===== src/rtl/lite_write_slave_if.sv =====
// AXI-Lite write channel bundle (AW, W, B) between the DMA write master and
// lite_write_slave. The byte-enable signal exists only when
// LITE_WRITE_SLAVE_WSTRB_EN is defined.
interface lite_write_slave_if #(
    parameter int unsigned ADDR_W = 10
);
    logic [ADDR_W-1:0] s_axi_lite_awaddr;
    logic              s_axi_lite_awvalid;
    logic              s_axi_lite_awready;
    logic [31:0]       s_axi_lite_wdata;
`ifdef LITE_WRITE_SLAVE_WSTRB_EN
    logic [3:0]        s_axi_lite_wstrb;
`endif
    logic              s_axi_lite_wvalid;
    logic              s_axi_lite_wready;
    logic [1:0]        s_axi_lite_bresp;
    logic              s_axi_lite_bvalid;
    logic              s_axi_lite_bready;

    modport slave (
`ifdef LITE_WRITE_SLAVE_WSTRB_EN
        input  s_axi_lite_wstrb,
`endif
        input  s_axi_lite_awaddr,
        input  s_axi_lite_awvalid,
        output s_axi_lite_awready,
        input  s_axi_lite_wdata,
        input  s_axi_lite_wvalid,
        output s_axi_lite_wready,
        output s_axi_lite_bresp,
        output s_axi_lite_bvalid,
        input  s_axi_lite_bready
    );

    modport master (
`ifdef LITE_WRITE_SLAVE_WSTRB_EN
        output s_axi_lite_wstrb,
`endif
        output s_axi_lite_awaddr,
        output s_axi_lite_awvalid,
        input  s_axi_lite_awready,
        output s_axi_lite_wdata,
        output s_axi_lite_wvalid,
        input  s_axi_lite_wready,
        input  s_axi_lite_bresp,
        input  s_axi_lite_bvalid,
        output s_axi_lite_bready
    );
endinterface


===== src/rtl/lite_write_slave.sv =====
// AXI-Lite write responder with an internal 32-bit register bank.
// AW and W are accepted independently (either order or together), the word is
// committed in a single COMMIT cycle, then a response is held on B until taken.
// Only one transaction is in flight at a time.
// Optional feature: define LITE_WRITE_SLAVE_WSTRB_EN to add byte enables.
module lite_write_slave #(
    parameter int unsigned ADDR_W    = 10,
    parameter int unsigned NUM_REGS  = 16,
    parameter logic [31:0] RESET_VAL = 32'h0000_0000,
    localparam int unsigned IDX_W    = (NUM_REGS > 1) ? $clog2(NUM_REGS) : 1
) (
    input  logic                  clk,
    input  logic                  rst_n,
    lite_write_slave_if.slave     s_axi_lite,
    output logic                  reg_wr_en,
    output logic [IDX_W-1:0]      reg_wr_idx,
    output logic [31:0]           reg_wr_data,
    output logic [NUM_REGS*32-1:0] regs_flat
);

    localparam logic [1:0] RESP_OKAY   = 2'b00;
    localparam logic [1:0] RESP_SLVERR = 2'b10;

    typedef enum logic [2:0] {
        S_IDLE   = 3'b001,
        S_COMMIT = 3'b010,
        S_RESP   = 3'b100
    } state_e;

    state_e            state_q, state_d;
    logic              alive_q;
    logic              aw_got_q, aw_got_d;
    logic              w_got_q, w_got_d;
    logic [ADDR_W-1:0] addr_q, addr_d;
    logic [31:0]       wdata_q, wdata_d;
`ifdef LITE_WRITE_SLAVE_WSTRB_EN
    logic [3:0]        wstrb_q, wstrb_d;
    logic [31:0]       cur_word;
`endif
    logic [1:0]        bresp_q, bresp_d;
    logic              wr_en_q, wr_en_d;
    logic [IDX_W-1:0]  wr_idx_q, wr_idx_d;
    logic [31:0]       wr_data_q, wr_data_d;

    logic [31:0]       regs_q [NUM_REGS];
    logic              awready, wready, bvalid;
    logic              aw_hs, w_hs;
    logic              addr_ok, wr_any, reg_we;
    logic [IDX_W-1:0]  idx_sel;
    logic [31:0]       merged;

    // Decode the latched address and build the word that would be committed.
    always_comb begin
        idx_sel = addr_q[IDX_W+1:2];
        addr_ok = (addr_q[1:0] == 2'b00) && (32'(addr_q[ADDR_W-1:2]) < NUM_REGS);
`ifdef LITE_WRITE_SLAVE_WSTRB_EN
        cur_word = regs_q[idx_sel];
        for (int b = 0; b < 4; b++) begin
            merged[8*b +: 8] = wstrb_q[b] ? wdata_q[8*b +: 8] : cur_word[8*b +: 8];
        end
        wr_any = |wstrb_q;
`else
        merged = wdata_q;
        wr_any = 1'b1;
`endif
    end

    // Next-state and handshake outputs of the IDLE/COMMIT/RESP controller.
    always_comb begin
        // NOTE: every signal gets a default first so no path leaves it unassigned,
        // which would otherwise infer a latch.
        state_d   = state_q;
        aw_got_d  = aw_got_q;
        w_got_d   = w_got_q;
        addr_d    = addr_q;
        wdata_d   = wdata_q;
`ifdef LITE_WRITE_SLAVE_WSTRB_EN
        wstrb_d   = wstrb_q;
`endif
        bresp_d   = bresp_q;
        wr_en_d   = 1'b0;
        wr_idx_d  = wr_idx_q;
        wr_data_d = wr_data_q;
        awready   = 1'b0;
        wready    = 1'b0;
        bvalid    = 1'b0;
        aw_hs     = 1'b0;
        w_hs      = 1'b0;
        reg_we    = 1'b0;

        unique case (state_q)
            S_IDLE: begin
                awready = alive_q && !aw_got_q;
                wready  = alive_q && !w_got_q;
                aw_hs   = s_axi_lite.s_axi_lite_awvalid && awready;
                w_hs    = s_axi_lite.s_axi_lite_wvalid && wready;
                if (aw_hs) begin
                    addr_d   = s_axi_lite.s_axi_lite_awaddr;
                    aw_got_d = 1'b1;
                end
                if (w_hs) begin
                    wdata_d = s_axi_lite.s_axi_lite_wdata;
`ifdef LITE_WRITE_SLAVE_WSTRB_EN
                    wstrb_d = s_axi_lite.s_axi_lite_wstrb;
`endif
                    w_got_d = 1'b1;
                end
                // Look at the updated flags so simultaneous handshakes commit next cycle.
                if (aw_got_d && w_got_d) begin
                    state_d = S_COMMIT;
                end
            end
            S_COMMIT: begin
                aw_got_d = 1'b0;
                w_got_d  = 1'b0;
                state_d  = S_RESP;
                if (addr_ok) begin
                    bresp_d = RESP_OKAY;
                    if (wr_any) begin
                        reg_we    = 1'b1;
                        wr_en_d   = 1'b1;
                        wr_idx_d  = idx_sel;
                        wr_data_d = merged;
                    end
                end else begin
                    bresp_d = RESP_SLVERR;
                end
            end
            S_RESP: begin
                bvalid = 1'b1;
                if (s_axi_lite.s_axi_lite_bready) begin
                    state_d = S_IDLE;
                end
            end
            default: state_d = S_IDLE;
        endcase
    end

    // Controller state, latched transaction and write-strobe registers.
    always_ff @(posedge clk or negedge rst_n) begin
        // NOTE: sequential state uses non-blocking assignments so every register
        // samples pre-edge values regardless of process ordering.
        if (!rst_n) begin
            state_q   <= S_IDLE;
            alive_q   <= 1'b0;
            aw_got_q  <= 1'b0;
            w_got_q   <= 1'b0;
            addr_q    <= '0;
            wdata_q   <= '0;
`ifdef LITE_WRITE_SLAVE_WSTRB_EN
            wstrb_q   <= '0;
`endif
            bresp_q   <= RESP_OKAY;
            wr_en_q   <= 1'b0;
            wr_idx_q  <= '0;
            wr_data_q <= '0;
        end else begin
            state_q   <= state_d;
            alive_q   <= 1'b1;
            aw_got_q  <= aw_got_d;
            w_got_q   <= w_got_d;
            addr_q    <= addr_d;
            wdata_q   <= wdata_d;
`ifdef LITE_WRITE_SLAVE_WSTRB_EN
            wstrb_q   <= wstrb_d;
`endif
            bresp_q   <= bresp_d;
            wr_en_q   <= wr_en_d;
            wr_idx_q  <= wr_idx_d;
            wr_data_q <= wr_data_d;
        end
    end

    // Register bank, written only from the COMMIT cycle.
    always_ff @(posedge clk or negedge rst_n) begin
        // NOTE: the bank is architecturally visible and must come up at RESET_VAL,
        // so it is built from reset flops rather than an unreset RAM.
        if (!rst_n) begin
            for (int i = 0; i < int'(NUM_REGS); i++) begin
                regs_q[i] <= RESET_VAL;
            end
        end else if (reg_we) begin
            regs_q[idx_sel] <= merged;
        end
    end

    // Flatten the bank for the DMA core.
    always_comb begin
        regs_flat = '0;
        for (int i = 0; i < int'(NUM_REGS); i++) begin
            regs_flat[32*i +: 32] = regs_q[i];
        end
    end

    assign s_axi_lite.s_axi_lite_awready = awready;
    assign s_axi_lite.s_axi_lite_wready  = wready;
    assign s_axi_lite.s_axi_lite_bvalid  = bvalid;
    assign s_axi_lite.s_axi_lite_bresp   = bresp_q;
    assign reg_wr_en   = wr_en_q;
    assign reg_wr_idx  = wr_idx_q;
    assign reg_wr_data = wr_data_q;

endmodule


===== src/flat_wrapper.sv =====
// flat-port wrapper written by rule: the top's interface ports become plain ports
module lite_write_slave_flat 
#(
    parameter int unsigned ADDR_W    = 10,
    parameter int unsigned NUM_REGS  = 16,
    parameter logic [31:0] RESET_VAL = 32'h0000_0000,
    localparam int unsigned IDX_W    = (NUM_REGS > 1) ? $clog2(NUM_REGS) : 1
)
  (clk, rst_n, reg_wr_en, reg_wr_idx, reg_wr_data, regs_flat, s_axi_lite_s_axi_lite_awaddr, s_axi_lite_s_axi_lite_awvalid, s_axi_lite_s_axi_lite_awready, s_axi_lite_s_axi_lite_wdata, s_axi_lite_s_axi_lite_wvalid, s_axi_lite_s_axi_lite_wready, s_axi_lite_s_axi_lite_bresp, s_axi_lite_s_axi_lite_bvalid, s_axi_lite_s_axi_lite_bready);
  lite_write_slave_if #(.ADDR_W(ADDR_W)) s_axi_lite_i ();
  input  logic clk;
  input  logic rst_n;
  output logic reg_wr_en;
  output logic [IDX_W-1:0] reg_wr_idx;
  output logic [31:0] reg_wr_data;
  output logic [NUM_REGS*32-1:0] regs_flat;
  input wire logic [$bits(s_axi_lite_i.s_axi_lite_awaddr)-1:0] s_axi_lite_s_axi_lite_awaddr;
  input wire logic [$bits(s_axi_lite_i.s_axi_lite_awvalid)-1:0] s_axi_lite_s_axi_lite_awvalid;
  output wire logic [$bits(s_axi_lite_i.s_axi_lite_awready)-1:0] s_axi_lite_s_axi_lite_awready;
  input wire logic [$bits(s_axi_lite_i.s_axi_lite_wdata)-1:0] s_axi_lite_s_axi_lite_wdata;
  input wire logic [$bits(s_axi_lite_i.s_axi_lite_wvalid)-1:0] s_axi_lite_s_axi_lite_wvalid;
  output wire logic [$bits(s_axi_lite_i.s_axi_lite_wready)-1:0] s_axi_lite_s_axi_lite_wready;
  output wire logic [$bits(s_axi_lite_i.s_axi_lite_bresp)-1:0] s_axi_lite_s_axi_lite_bresp;
  output wire logic [$bits(s_axi_lite_i.s_axi_lite_bvalid)-1:0] s_axi_lite_s_axi_lite_bvalid;
  input wire logic [$bits(s_axi_lite_i.s_axi_lite_bready)-1:0] s_axi_lite_s_axi_lite_bready;
  assign s_axi_lite_i.s_axi_lite_awaddr = s_axi_lite_s_axi_lite_awaddr;
  assign s_axi_lite_i.s_axi_lite_awvalid = s_axi_lite_s_axi_lite_awvalid;
  assign s_axi_lite_s_axi_lite_awready = s_axi_lite_i.s_axi_lite_awready;
  assign s_axi_lite_i.s_axi_lite_wdata = s_axi_lite_s_axi_lite_wdata;
  assign s_axi_lite_i.s_axi_lite_wvalid = s_axi_lite_s_axi_lite_wvalid;
  assign s_axi_lite_s_axi_lite_wready = s_axi_lite_i.s_axi_lite_wready;
  assign s_axi_lite_s_axi_lite_bresp = s_axi_lite_i.s_axi_lite_bresp;
  assign s_axi_lite_s_axi_lite_bvalid = s_axi_lite_i.s_axi_lite_bvalid;
  assign s_axi_lite_i.s_axi_lite_bready = s_axi_lite_s_axi_lite_bready;
  lite_write_slave #(.ADDR_W(ADDR_W), .NUM_REGS(NUM_REGS), .RESET_VAL(RESET_VAL)) u_core (.clk(clk), .rst_n(rst_n), .s_axi_lite(s_axi_lite_i), .reg_wr_en(reg_wr_en), .reg_wr_idx(reg_wr_idx), .reg_wr_data(reg_wr_data), .regs_flat(regs_flat));
endmodule

===== config.mk =====
export PLATFORM = sky130hd
export DESIGN_NAME = lite_write_slave_flat
export DESIGN_NICKNAME = d
export VERILOG_FILES = /design/src/rtl/lite_write_slave_if.sv /design/src/rtl/lite_write_slave.sv /design/src/flat_wrapper.sv
export SDC_FILE = /design/constraint.sdc
export NUM_CORES = 1
export LEC_CHECK = 0
export CAP_MARGIN = 30
export CORE_AREA = 2 2 268 217
export DETAILED_ROUTE_END_ITERATION = 10
export DIE_AREA = 0 0 270 219
export PLACE_DENSITY = 0.66
export SLEW_MARGIN = 5
export SYNTH_ARGS = -nofsm -noshare
export SYNTH_HDL_FRONTEND = slang
export SYNTH_SLANG_ARGS = --single-unit
export TNS_END_PERCENT = 100

===== constraint.sdc =====
create_clock -name clk -period 2.4 [get_ports clk]
set_input_delay 0.6 -clock clk [delete_from_list [all_inputs] [get_ports clk]]
set_output_delay 0.6 -clock clk [all_outputs]
set_load 0.03 [all_outputs]

## Yosys cells after proc, flatten, opt, wreduce, memory -nomap -nowiden

Cells that the tools add are included.

| storage, ports and cells | value |
|---|---|
| input port bits | 47 |
| word-level logic and storage cells | 68 |
| bits in writable memories | 0 |
| memories kept | 0 |
| flip-flop bits (word level) | 599 |
| bits in latches | 0 |
| memory bits (read-only) | 0 |

| cells by class | value |
|---|---|
| magnitude comparators | 3 |
| add/sub/neg operators | 0 |
| bitwise operators | 1 |
| div/mod/pow operators | 0 |
| reductions and logical operators | 15 |
| shift operators | 0 |
| muxes and demuxes | 18 |
| $mul | 0 |
| equality and inequality tests | 5 |

Operator list:

| cell | count |
|---|---|
| bitwise mux 512 bit | 1 |
| demux 32 bit (select 4 bit) | 1 |
| two-way mux 32 bit | 1 |
| two-way mux 1 bit | 9 |
| one-hot mux 3 bit (3 select lines) | 1 |
| < comparator 8 x 5 -> 1 bit (second input constant) | 1 |
| AND reduction 2 bit | 4 |
| logical AND 1 bit | 7 |
| two-way mux 3 bit | 2 |
| greater-or-equal comparator 5 bit (second input constant) | 1 |
| < comparator 5 x 1 -> 1 bit (second input constant) | 1 |
| NOT 4 -> 5 bit | 1 |
| one-hot mux 1 bit (2 select lines) | 2 |
| equality test 3 x 1 -> 1 bit (second input constant) | 1 |
| equality test 3 x 2 -> 1 bit (second input constant) | 1 |
| equality test 3 bit (second input constant) | 1 |
| zero test 1 bit | 2 |
| zero test 2 bit | 1 |
| two-way mux 2 bit | 1 |
| inequality test 2 x 1 -> 1 bit (second input constant) | 1 |
| inequality test 2 bit (second input constant) | 1 |
| nonzero test 2 bit | 1 |

## Depth between registers and ports, before layout

| logic depth | value |
|---|---|
| word-level depth | 8 |
| gate-level depth with buffers | 5 |
| depth with buffers taken out | 3 |

## Least setup slack after synthesis

No wires, ideal clock.

| path | value |
|---|---|
| path kind | flip-flop to flip-flop |
| from | reg u_core.state_q[0] |
| to | reg u_core.wdata_q[10], in the netlist u_core.merged[10] |
| stages on the path, launching flop included | 5 |
| period minus slack after synthesis | 2.005 ns |
| arrival | 1.880 ns |
| path buffers | 1 |
| path slack | 0.395 ns |
| required time | 2.275 ns |
| cell sequence | dfstp_2 or3b_1 nor3_2 buf_6 mux2_2 |

| on the way | value |
|---|---|
| longest elaborated chain between the ends | 2 |

RTL lines:

| what | line | RTL |
|---|---|---|
| start, declared | lite_write_slave.sv:30 | `state_e state_q, state_d;` |
| start signal, assigned | lite_write_slave.sv:158 | `state_q <= state_d;` |
| equality test 3 x 1 -> 1 bit | lite_write_slave.sv:91 | `unique case (state_q)` |
| AND reduction 2 bit (no source line) | n/a |  |
| end signal, assigned | lite_write_slave.sv:163 | `wdata_q <= wdata_d;` |
| end, declared | lite_write_slave.sv:35 | `logic [31:0] wdata_q, wdata_d;` |

Every way passes these cells.
A chain may end at the register's enable or synchronous reset.

## Worst setup path after layout

| path | value |
|---|---|
| from | reg u_core.regs_q (netlist bit u_core.regs_flat[385]) |
| to | out regs_flat[385] |

RTL lines:

| what | line | RTL |
|---|---|---|
| start, declared | lite_write_slave.sv:45 | `logic [31:0] regs_q [NUM_REGS];` |
| start signal, assigned by index | lite_write_slave.sv:183 | `regs_q[idx_sel] <= merged;` |
| end, declared | flat_wrapper.sv:16 | `output logic [NUM_REGS*32-1:0] regs_flat;` |

No word-level cell between the ends.

==> run metrics <==
vias in the first global route around 15,000; Worst Tran Pin Value around 950 ps; Leakage roughly 0.015 uW; grt ovf 0; total power 27,300 uW; Gate Count Post-Synth 1,344; GR Util All Layers between 20% and 30%; post-route ant nets 0; ys async rst share 100%; Worst setup EP type primary output; first-pass GRT wire length about 100,000 microns; # clock sinks about 600; fin. max-slew vios 0; wire per inst ~25 microns; power density cells ~860 mW/mm^2; DRC viols 0; MaxCap Viol Count 0; Min-Delay Path Depth 1; P&R area growth vs syn 39.2%; Post-Syn Nets roughly 1,400; Synth Area per Inst 17.0 sq um; worst clock skew around 21 ps; critical path peak fanout 2; arrival time worst endpoint between 1500 and 2000 ps; DR vias 14,000; largest net degree at the start of global routing 72; drt pass-1 iters 4; Slew HR about 37%; starting density of the core roughly 40%; crit-path leading delay family buffers and inverters; fmax between 400 and 500 MHz; core area 0.0563 sq mm; worst-skew pair later-pin latency 600 ps; 1st-iter DRT viols about 670; Max IR drop VDD 0.000664 V; TNS Setup 0 ps; I/O pins around 600; H-Tree Level Count 2; Die ar. just under 0.06 sq mm; share of cells above drive strength 1 36.7%; worst path cell trace clkdlybuf4s50_1; Die Span X between 200 and 300 microns; CP max stage delay 790 ps; setup repair bufs after CTS 0; Clock Pin Slew Worst Setup and Hold Paths approximately 60 ps; EDFF count, synth 0; Post-layout nets 2,013; final wirelength about 70,000 microns; post-layout min period ~2300 ps; Root Buffer clkbuf_16; CP max-delay cell clkdlybuf4s50_1; Reg2Reg Depth 5; Primary FF master, synth dfrtp_1; Netlist Area Pre-Place ~0.023 sq mm; CTS Buf Count between 50 and 60; Die Height approximately 220 microns; Synth Warn # 0; vias per std cell just over 5; Port Buf Inserts between 500 and 600; fin util between 50% and 60%; initial antenna violation count 8; outcome complete, no violations; final count of hold timing violations 0; RSZ-0062 raised after global routing false; maximum clock path buffer count 3; buffers plus inverters on the worst setup path 1; CTS tree yes; Placer Congestion between 0.8 and 0.9; type of the worst min-delay path reg -> reg; cell row count a little under 80; Worst Path Required about 1800 ps; Crit. path cell count 1; crit path launch type register; Period Utilization, post-route between 90% and 100%; #FFs+latches synth roughly 600; Seq/Total Area, Yosys between 60% and 70%; final setup vio count 0; HPWL Detailed ~49,000 microns; critical path type reg -> out; Yosys cell types 34
[metal layers]
layer / vias up / share of wire, % / track usage, %
met1: 7468 / 41 / 29.7
met5: - / 0.095 / 0
met4: 10 / 2.7 / 7.24
met3: 111 / 8.0 / 7.87
li1: 6011 / - / -
met2: 434 / 48 / 37.6
[metrics by stage]
step,cell area (sq um),worst slack [ps],std cells,hold slack [ps]
2_1_floorplan,22900,395,1344,304
3_3_place_gp,29800,262,2663,474
3_5_place_dp,29800,268,2663,480
4_1_cts,31800,18.3,2774,499
5_1_grt,31800,4.36,2778,510
6_report,31800,56.7,2778,494
[synthesized netlist by cell type, types with 2 or more instances]
cell | count | area share, %
buf_6 | 35 | 1.7
nor3_1 | 2 | 0.044
dfrtp_1 | 597 | 65
nor2_1 | 5 | 0.082
nand3_1 | 2 | 0.044
buf_2 | 24 | 0.53
and4bb_2 | 2 | 0.11
a21oi_1 | 3 | 0.066
nand4_4 | 10 | 0.93
clkbuf_1 | 35 | 0.57
and4b_1 | 4 | 0.18
nand4_1 | 6 | 0.16
conb_1 | 2 | 0.033
o21a_1 | 3 | 0.098
mux2_4 | 4 | 0.26
mux2_1 | 27 | 1.3
mux2_2 | 559 | 28
nor4bb_1 | 4 | 0.18
nor4b_1 | 3 | 0.11
nand2_1 | 2 | 0.033
buf_4 | 2 | 0.066
[flip-flops by register name (all words and copies together), names as in the netlist]
| signal | count |
|---|---|
| u_core.w_got_q | 1 |
| u_core.addr_q | 10 |
| u_core.regs_flat | 512 |
| u_core.alive_q | 1 |
| u_core.s_axi_lite.s_axi_lite_bresp | 1 |
| u_core.reg_wr_idx | 4 |
| u_core.reg_wr_data | 32 |
| u_core.reg_wr_en | 1 |
| u_core.merged | 32 |
| u_core.aw_got_q | 1 |
| u_core.state_q | 3 |
[path summary, 6_finish.rpt]
kind	startpoint	end	slack [ps]
max	u_core.regs_flat[385]	regs_flat[385]	60
min	u_core.regs_flat[475]	u_core.regs_flat[475]	490
max reg2reg	u_core.addr_q[5]	u_core.regs_flat[197]	270
min reg2reg	u_core.regs_flat[475]	u_core.regs_flat[475]	490
max in group asynchronous	rst_n	u_core.regs_flat[56]	870
min in group asynchronous	rst_n	u_core.regs_flat[404]	560
[timing repair]
| action | 4_1_cts | 5_1_grt |
|---|---|---|
| hold buffers | 1 | 0 |
| pin swaps | 0 | 0 |
| gates resized for setup | 7 | 5 |
| hold endpoints to repair | 26 | 0 |
| endpoints found under the setup margin | 3 | 4 |
[placed cells by master, fill, tap and decap left out, types with 2 or more instances in the layout]
| master | Yosys | routed |
|---|---|---|
| nand4_1 | 6 | 6 |
| and4bb_2 | 2 | 2 |
| o21a_1 | 3 | 3 |
| nand2_1 | 2 | 2 |
| clkinvlp_4 | 0 | 4 |
| diode_2 | 0 | 3 |
| and4b_1 | 4 | 4 |
| clkbuf_16 | 0 | 61 |
| bufinv_16 | 0 | 5 |
| buf_12 | 0 | 14 |
| nor4b_1 | 3 | 3 |
| nor4bb_1 | 4 | 4 |
| buf_8 | 0 | 2 |
| mux2_4 | 4 | 4 |
| conb_1 | 2 | 2 |
| a21oi_1 | 3 | 3 |
| clkdlybuf4s50_1 | 0 | 593 |
| clkinv_2 | 0 | 8 |
| clkbuf_1 | 35 | 15 |
| dfrtp_1 | 597 | 597 |
| dlymetal6s2s_1 | 0 | 2 |
| clkbuf_8 | 0 | 16 |
| mux2_2 | 559 | 559 |
| nor2_1 | 5 | 4 |
| mux2_1 | 27 | 27 |
| buf_4 | 2 | 42 |
| nand4_4 | 10 | 10 |
[power breakdown]
group / internal, uW / switching, uW / leakage [uW] / total, uW
sequential: 11000 / 2370 / 0.00825 / 13300
clock: 5680 / 3890 / 0.000991 / 9570
combinational: 2030 / 2400 / 0.00619 / 4430
[cells by family (layout without fill, tap and decap cells)]
logic type / Yosys count / after routing / share of synthesized area (%)
AO/OA/AOI/OAI: 6 / 6 / 0.164
multiplexers: 590 / 590 / 29.1
AND/OR/NAND/NOR: 51 / 51 / 2.38
other: 2 / 5 / 0.0328
buffers and inverters: 97 / 768 / 2.90
flip-flops: 598 / 598 / 65.4
[layout make-up]
type,instances,area [sq um]
Fill cell,4521,24500
Timing Repair Buffer,657,6620
Multi-Input combinational cell,649,7270
Sequential cell,598,15000
Tap cell,760,951
Clock buffer,92,1800
Clock inverter,18,229
Antenna cell,3,7.51
Inverter,1,3.75
No activity file was read; power rests on OpenSTA's default activity.
==> edit 1 (config.mk and constraints unchanged) <==
`ADDR_W` is set to 10 in 3 places; all go to 9.
--- a/src/rtl/lite_write_slave_if.sv
+++ b/src/rtl/lite_write_slave_if.sv
@@ -2,7 +2,7 @@
 // lite_write_slave. The byte-enable signal exists only when
 // LITE_WRITE_SLAVE_WSTRB_EN is defined.
 interface lite_write_slave_if #(
-    parameter int unsigned ADDR_W = 10
+    parameter int unsigned ADDR_W = 9
 );
     logic [ADDR_W-1:0] s_axi_lite_awaddr;
     logic              s_axi_lite_awvalid;
--- a/src/rtl/lite_write_slave.sv
+++ b/src/rtl/lite_write_slave.sv
@@ -4,7 +4,7 @@
 // Only one transaction is in flight at a time.
 // Optional feature: define LITE_WRITE_SLAVE_WSTRB_EN to add byte enables.
 module lite_write_slave #(
-    parameter int unsigned ADDR_W    = 10,
+    parameter int unsigned ADDR_W    = 9,
     parameter int unsigned NUM_REGS  = 16,
     parameter logic [31:0] RESET_VAL = 32'h0000_0000,
     localparam int unsigned IDX_W    = (NUM_REGS > 1) ? $clog2(NUM_REGS) : 1
--- a/src/flat_wrapper.sv
+++ b/src/flat_wrapper.sv
@@ -1,7 +1,7 @@
 // flat-port wrapper written by rule: the top's interface ports become plain ports
 module lite_write_slave_flat 
 #(
-    parameter int unsigned ADDR_W    = 10,
+    parameter int unsigned ADDR_W    = 9,
     parameter int unsigned NUM_REGS  = 16,
     parameter logic [31:0] RESET_VAL = 32'h0000_0000,
     localparam int unsigned IDX_W    = (NUM_REGS > 1) ? $clog2(NUM_REGS) : 1
Ports: changed (resized s_axi_lite_s_axi_lite_awaddr); port bits go from 601 to 600. No check against the original RTL was run, so the function may have changed too.
==> edit 1 against the unedited design <==
Synthesized cell count decreased by 1.1%; global-route usage increased by 0.94 points; setup slack got worse by 0.017 ns; design area decreased by 0.87%; count of clock-buffer cells in the layout decreased by 5; total power increased by 4.4%; wire length increased by 3.1%; synthesized area decreased by 1.5%; cell count decreased by 0.54%; sequential cell count decreased by 1; register-to-register slack got worse by 0.06 ns.
==> edit 1: results (changes against the unedited design) <==
| Metric | Value |
|---|---|
| Status | finished, final reports clean |
| First DRT Iteration DRCs | 624 (-7.1%) |
| Synth cell count leaders | dfrtp_1, mux2_2, clkbuf_1 |
| Clock Skew | 0.0321 ns (+0.0108 ns) |
| Max VDD drop | 0.625 mV (-5.9%) |
| Max Freq | 0.424 GHz (-0.72%) |
| Post-synthesis net count | 1375 (-1.2%) |
| Vias per inst | 5.08 (+0.46%) |
| WL final | 71800 um (+3.1%) |
| Overall Global Routing Usage | 0.242 (+0.00935) |
| Cts repair resizes | 16 (+9) |
| Distinct cells, synth | 29 (-15%) |
| RD Place Congestion | 0.811 (+0.73%) |
| Non-Filler Instances | 2763 (-0.54%) |
| RR Endpoint | u_core.merged[15] |
| End of the critical path | regs_flat[76] |
| Slew margin rel. | 0.386 (+0.0203) |
| Placed cell areas | 29600 sq um (-0.66%) |
| Leading post-synthesis cells by cell area | dfrtp_1, mux2_2, mux2_1 |
| Hold path startpoint | u_core.regs_flat[198] |
| Met1 WL | 29300 um (+2.2%) |
| Share of layout cells above drive strength 1 | 0.367 (about the same) |
| IO Port Bufs | 598 (-0.17%) |
| Crit path launch | u_core.regs_flat[76] |
| DPL Wire Length | 49300 um (+1.6%) |
| TritonCTS Buffers | 60 (+1.7%) |
| Synth Instances | 1329 (-1.1%) |
| Antenna violations before repair | 10 (+2) |
| Largest net degree at the start of global routing | 83 (+15%) |
| Vias in the first global route | 15100 (+1.1%) |
| Register-to-Register Setup Slack | 0.21 ns (-0.06 ns) |
| Met3 WL | 6390 um (+15%) |
| Pre-CTS setup slack | 0.137 ns (-0.131 ns) |
| Detailed-routed wire length on met2 | 33400 um (about the same) |
| LEAKAGE | 15.3 nW (-0.57%) |
| Post-synthesis sequential area ratio | 0.663 (+0.00862) |
| FILL cells | 4524 (+0.066%) |
| Min-Delay Endpoint | u_core.regs_flat[198] |
| Root buffer cell | clkbuf_16 |
| First-pass GRT wire length | 105000 um (+2.8%) |
| CP arrival | 1.76 ns (+0.02 ns) |
edit 1: power breakdown:
part / total (mW) / internal [mW] / switching, mW
clock network: 9.37 / 5.46 / 3.91
registers: 13.6 / 11.2 / 2.43
logic: 5.57 / 2.49 / 3.08
edit 1: cell families (layout without fill, tap and decap cells):
family / count (synthesis) / count (layout) / synth area share
mux: 589 / 589 / 0.294
flops: 597 / 597 / 0.663
compound gates: 7 / 7 / 0.00211
simple gates: 42 / 42 / 0.0184
buf+inv: 92 / 763 / 0.0222
other cells: 2 / 5 / 0.000333
edit 1: layout make-up:
class | count | area share
inverters | 2 | 0.000238
flip-flops and latches | 597 | 0.473
multi-input cells | 640 | 0.226
clock buffers | 87 | 0.0543
repair buffers | 654 | 0.208
diodes | 3 | 0.000238
clock inverters | 20 | 0.00781
well taps | 760 | 0.0301
edit 1: layer usage:
layer,vias to the layer above,GRT usage
met5,-,0
met4,14,0.0939
met3,135,0.0886
met2,488,0.384
met1,7428,0.304
li1,5958,-
==> edit 2 (same settings) <==
Made on the original files. Make the reset (`rst_n`) synchronous in 2 clocked blocks.
--- a/src/rtl/lite_write_slave.sv
+++ b/src/rtl/lite_write_slave.sv
@@ -137,7 +137,7 @@
     end
 
     // Controller state, latched transaction and write-strobe registers.
-    always_ff @(posedge clk or negedge rst_n) begin
+    always_ff @(posedge clk) begin
         // NOTE: sequential state uses non-blocking assignments so every register
         // samples pre-edge values regardless of process ordering.
         if (!rst_n) begin
@@ -172,7 +172,7 @@
     end
 
     // Register bank, written only from the COMMIT cycle.
-    always_ff @(posedge clk or negedge rst_n) begin
+    always_ff @(posedge clk) begin
         // NOTE: the bank is architecturally visible and must come up at RESET_VAL,
         // so it is built from reset flops rather than an unreset RAM.
         if (!rst_n) begin
Check against the original RTL: differs if rst_n is asserted again (counterexample within 4 cycles, from zero or initial values and one cycle with rst_n low); with rst_n held inactive, the same outputs for 4 cycles.
==> edit 2 against the unedited design <==
Sequential share of layout area rose by 7.3 points; via count increased by 9.7%; critical path depth stayed put; wire length rose by 5.3%; utilization shrank 0.58 points; design area is 1.0% lower; setup slack gained 0.013 ns; die area stayed put; synthesized area fell by 3.5%; sequential cell count unchanged; maximum frequency increased by 0.54%; synthesized cell count up 17%.
Power is not compared: it rests on default switching activity, and its combinational part moved more than twofold at a synthesized area within 25%.
==> edit 2: results (changes against the unedited design) <==
| Metric | Value |
|---|---|
| Status | finished, final reports clean |
| Post-synth EDFFs | 512 (+512) |
| Worst hold path depth | 2 (+1) |
| Post-synth ARST share | 0 (-1.00) |
| Overall Global Routing Usage | 0.240 (+0.00703) |
| Final hold slack | 0.460 ns (-0.0349 ns) |
| First-pass GRT wire length | 104000 um (+1.8%) |
| Synth cell count leaders | edfxtp_1, nor2_1, and3_1 |
| Pre-CTS setup slack | 0.169 ns (-0.0987 ns) |
| CP Max Fanout | 1 (-1) |
| Vias post-DR | 15400 (+9.7%) |
| Root buffer cell | clkbuf_16 |
| Reg2reg start | u_core.addr_q[2] |
| Largest net degree at the start of global routing | 129 (+79%) |
| Vias per inst | 5.18 (+2.6%) |
| Min-Delay Endpoint | u_core.reg_wr_idx[2] |
| Slew margin rel. | 0.495 (+0.129) |
| Synth Flop Type | edfxtp_1 |
| Final net count | 2202 (+9.4%) |
| First-pass detailed-route iteration total | 5 (+1) |
| Leading post-synthesis cells by cell area | edfxtp_1, dfxtp_1, and3_1 |
| Placed cells | 2855 (+7.2%) |
| Post-synthesis net count | 1623 (+17%) |
| Hold path startpoint | u_core.reg_wr_idx[2] |
| Post-synthesis sequential area ratio | 0.775 (+0.121) |
| Placed cell areas | 29400 sq um (-1.2%) |
| DPL Wire Length | 49900 um (+2.7%) |
| Register-to-Register Setup Slack | 0.34 ns (+0.07 ns) |
| Clock Skew | 0.0163 ns (-0.00502 ns) |
| Tightest Hold Check Type | register to register |
| IO Port Bufs | 599 (unchanged) |
| Post-CTS setup buffer count | 0 (unchanged) |
| Distinct cells, synth | 40 (+18%) |
| Synthesized area per cell | 14.0 sq um (-18%) |
| RR Endpoint | u_core.regs_q[5][19] |
| TritonCTS Buffers | 58 (-1.7%) |
| DR WL/cell | 24.7 um (-1.5%) |
| CP peak stage delay | 0.72 ns (-0.07 ns) |
| Share of layout cells above drive strength 1 | 0.0966 (-0.271) |
| First DRT Iteration DRCs | 1647 (+150%) |
| RD Place Congestion | 0.814 (+1.1%) |
| Cts repair resizes | 1 (-6) |
-- edit 2: cell types whose count changed in the layout (fill, tap and decap cells not counted), sizes merged, moves of 19 or more --
cell,delta
dfrtp,-597
mux2,-590
edfxtp,+512
nor2,+258
and3,+256
dfxtp,+86
nand2,+80
nand3,+42
o21ai,+42
a21oi,+41
mux2i,+36
buf,+19
-- edit 2: power by group through the flow --
stage | Sequential [mW] | Combinational, mW | Clock (mW)
floorplan | 12.5 | 0.422 | 0
global placement | 12.0 | 2.07 | 0
detailed placement | 12.0 | 2.09 | 0
CTS | 11.8 | 2.10 | 9.99
global route | 11.8 | 2.16 | 10.4
finish | 11.8 | 2.09 | 9.85
-- edit 2: final cells by class --
type	count	area, sq um
fill	4494	24800
sequential	598	17100
timing repair buffer	673	6820
multi-input combinational	823	4560
clock buffer	79	1680
tap	760	951
clock inverter	31	397
antenna	4	10.0
inverter	1	3.75
-- edit 2: worst max path at each step --
stage | startpoint | endpoint | slack, ns | cells past startpoint
detailed placement | rst_n | u_core.regs_q[4][1] | 0.17 | 4
floorplan | u_core.addr_q[8] | u_core.regs_q[12][0] | -0.21 | 4
global placement | rst_n | u_core.regs_q[4][1] | 0.20 | 4
global route | u_core.state_q[2] | s_axi_lite_s_axi_lite_wready | -0.01 | 5
finish | u_core.regs_q[5][23] | regs_flat[183] | 0.07 | 1
CTS | u_core.state_q[2] | s_axi_lite_s_axi_lite_awready | -0.01 | 5
-- edit 2: cell families (layout without fill, tap and decap cells) --
| group | count (synthesis) | after routing | share of synthesized area |
|---|---|---|---|
| other | 1 | 5 | 0.000170 |
| DFF | 598 | 598 | 0.775 |
| buffers and inverters | 155 | 784 | 0.0288 |
| muxes | 36 | 36 | 0.0163 |
| and+or+nand+nor | 687 | 687 | 0.156 |
| AOI/OAI and AO/OA | 99 | 99 | 0.0243 |
-- edit 2: routing by layer --
metal  up-vias  routed length [um]  GRT usage
met5         -                  55          0
met1      7643               29500      0.313
met2       753               35600      0.392
li1       6848                   -          -
met4         8                2410     0.0856
met3       137                5800     0.0591
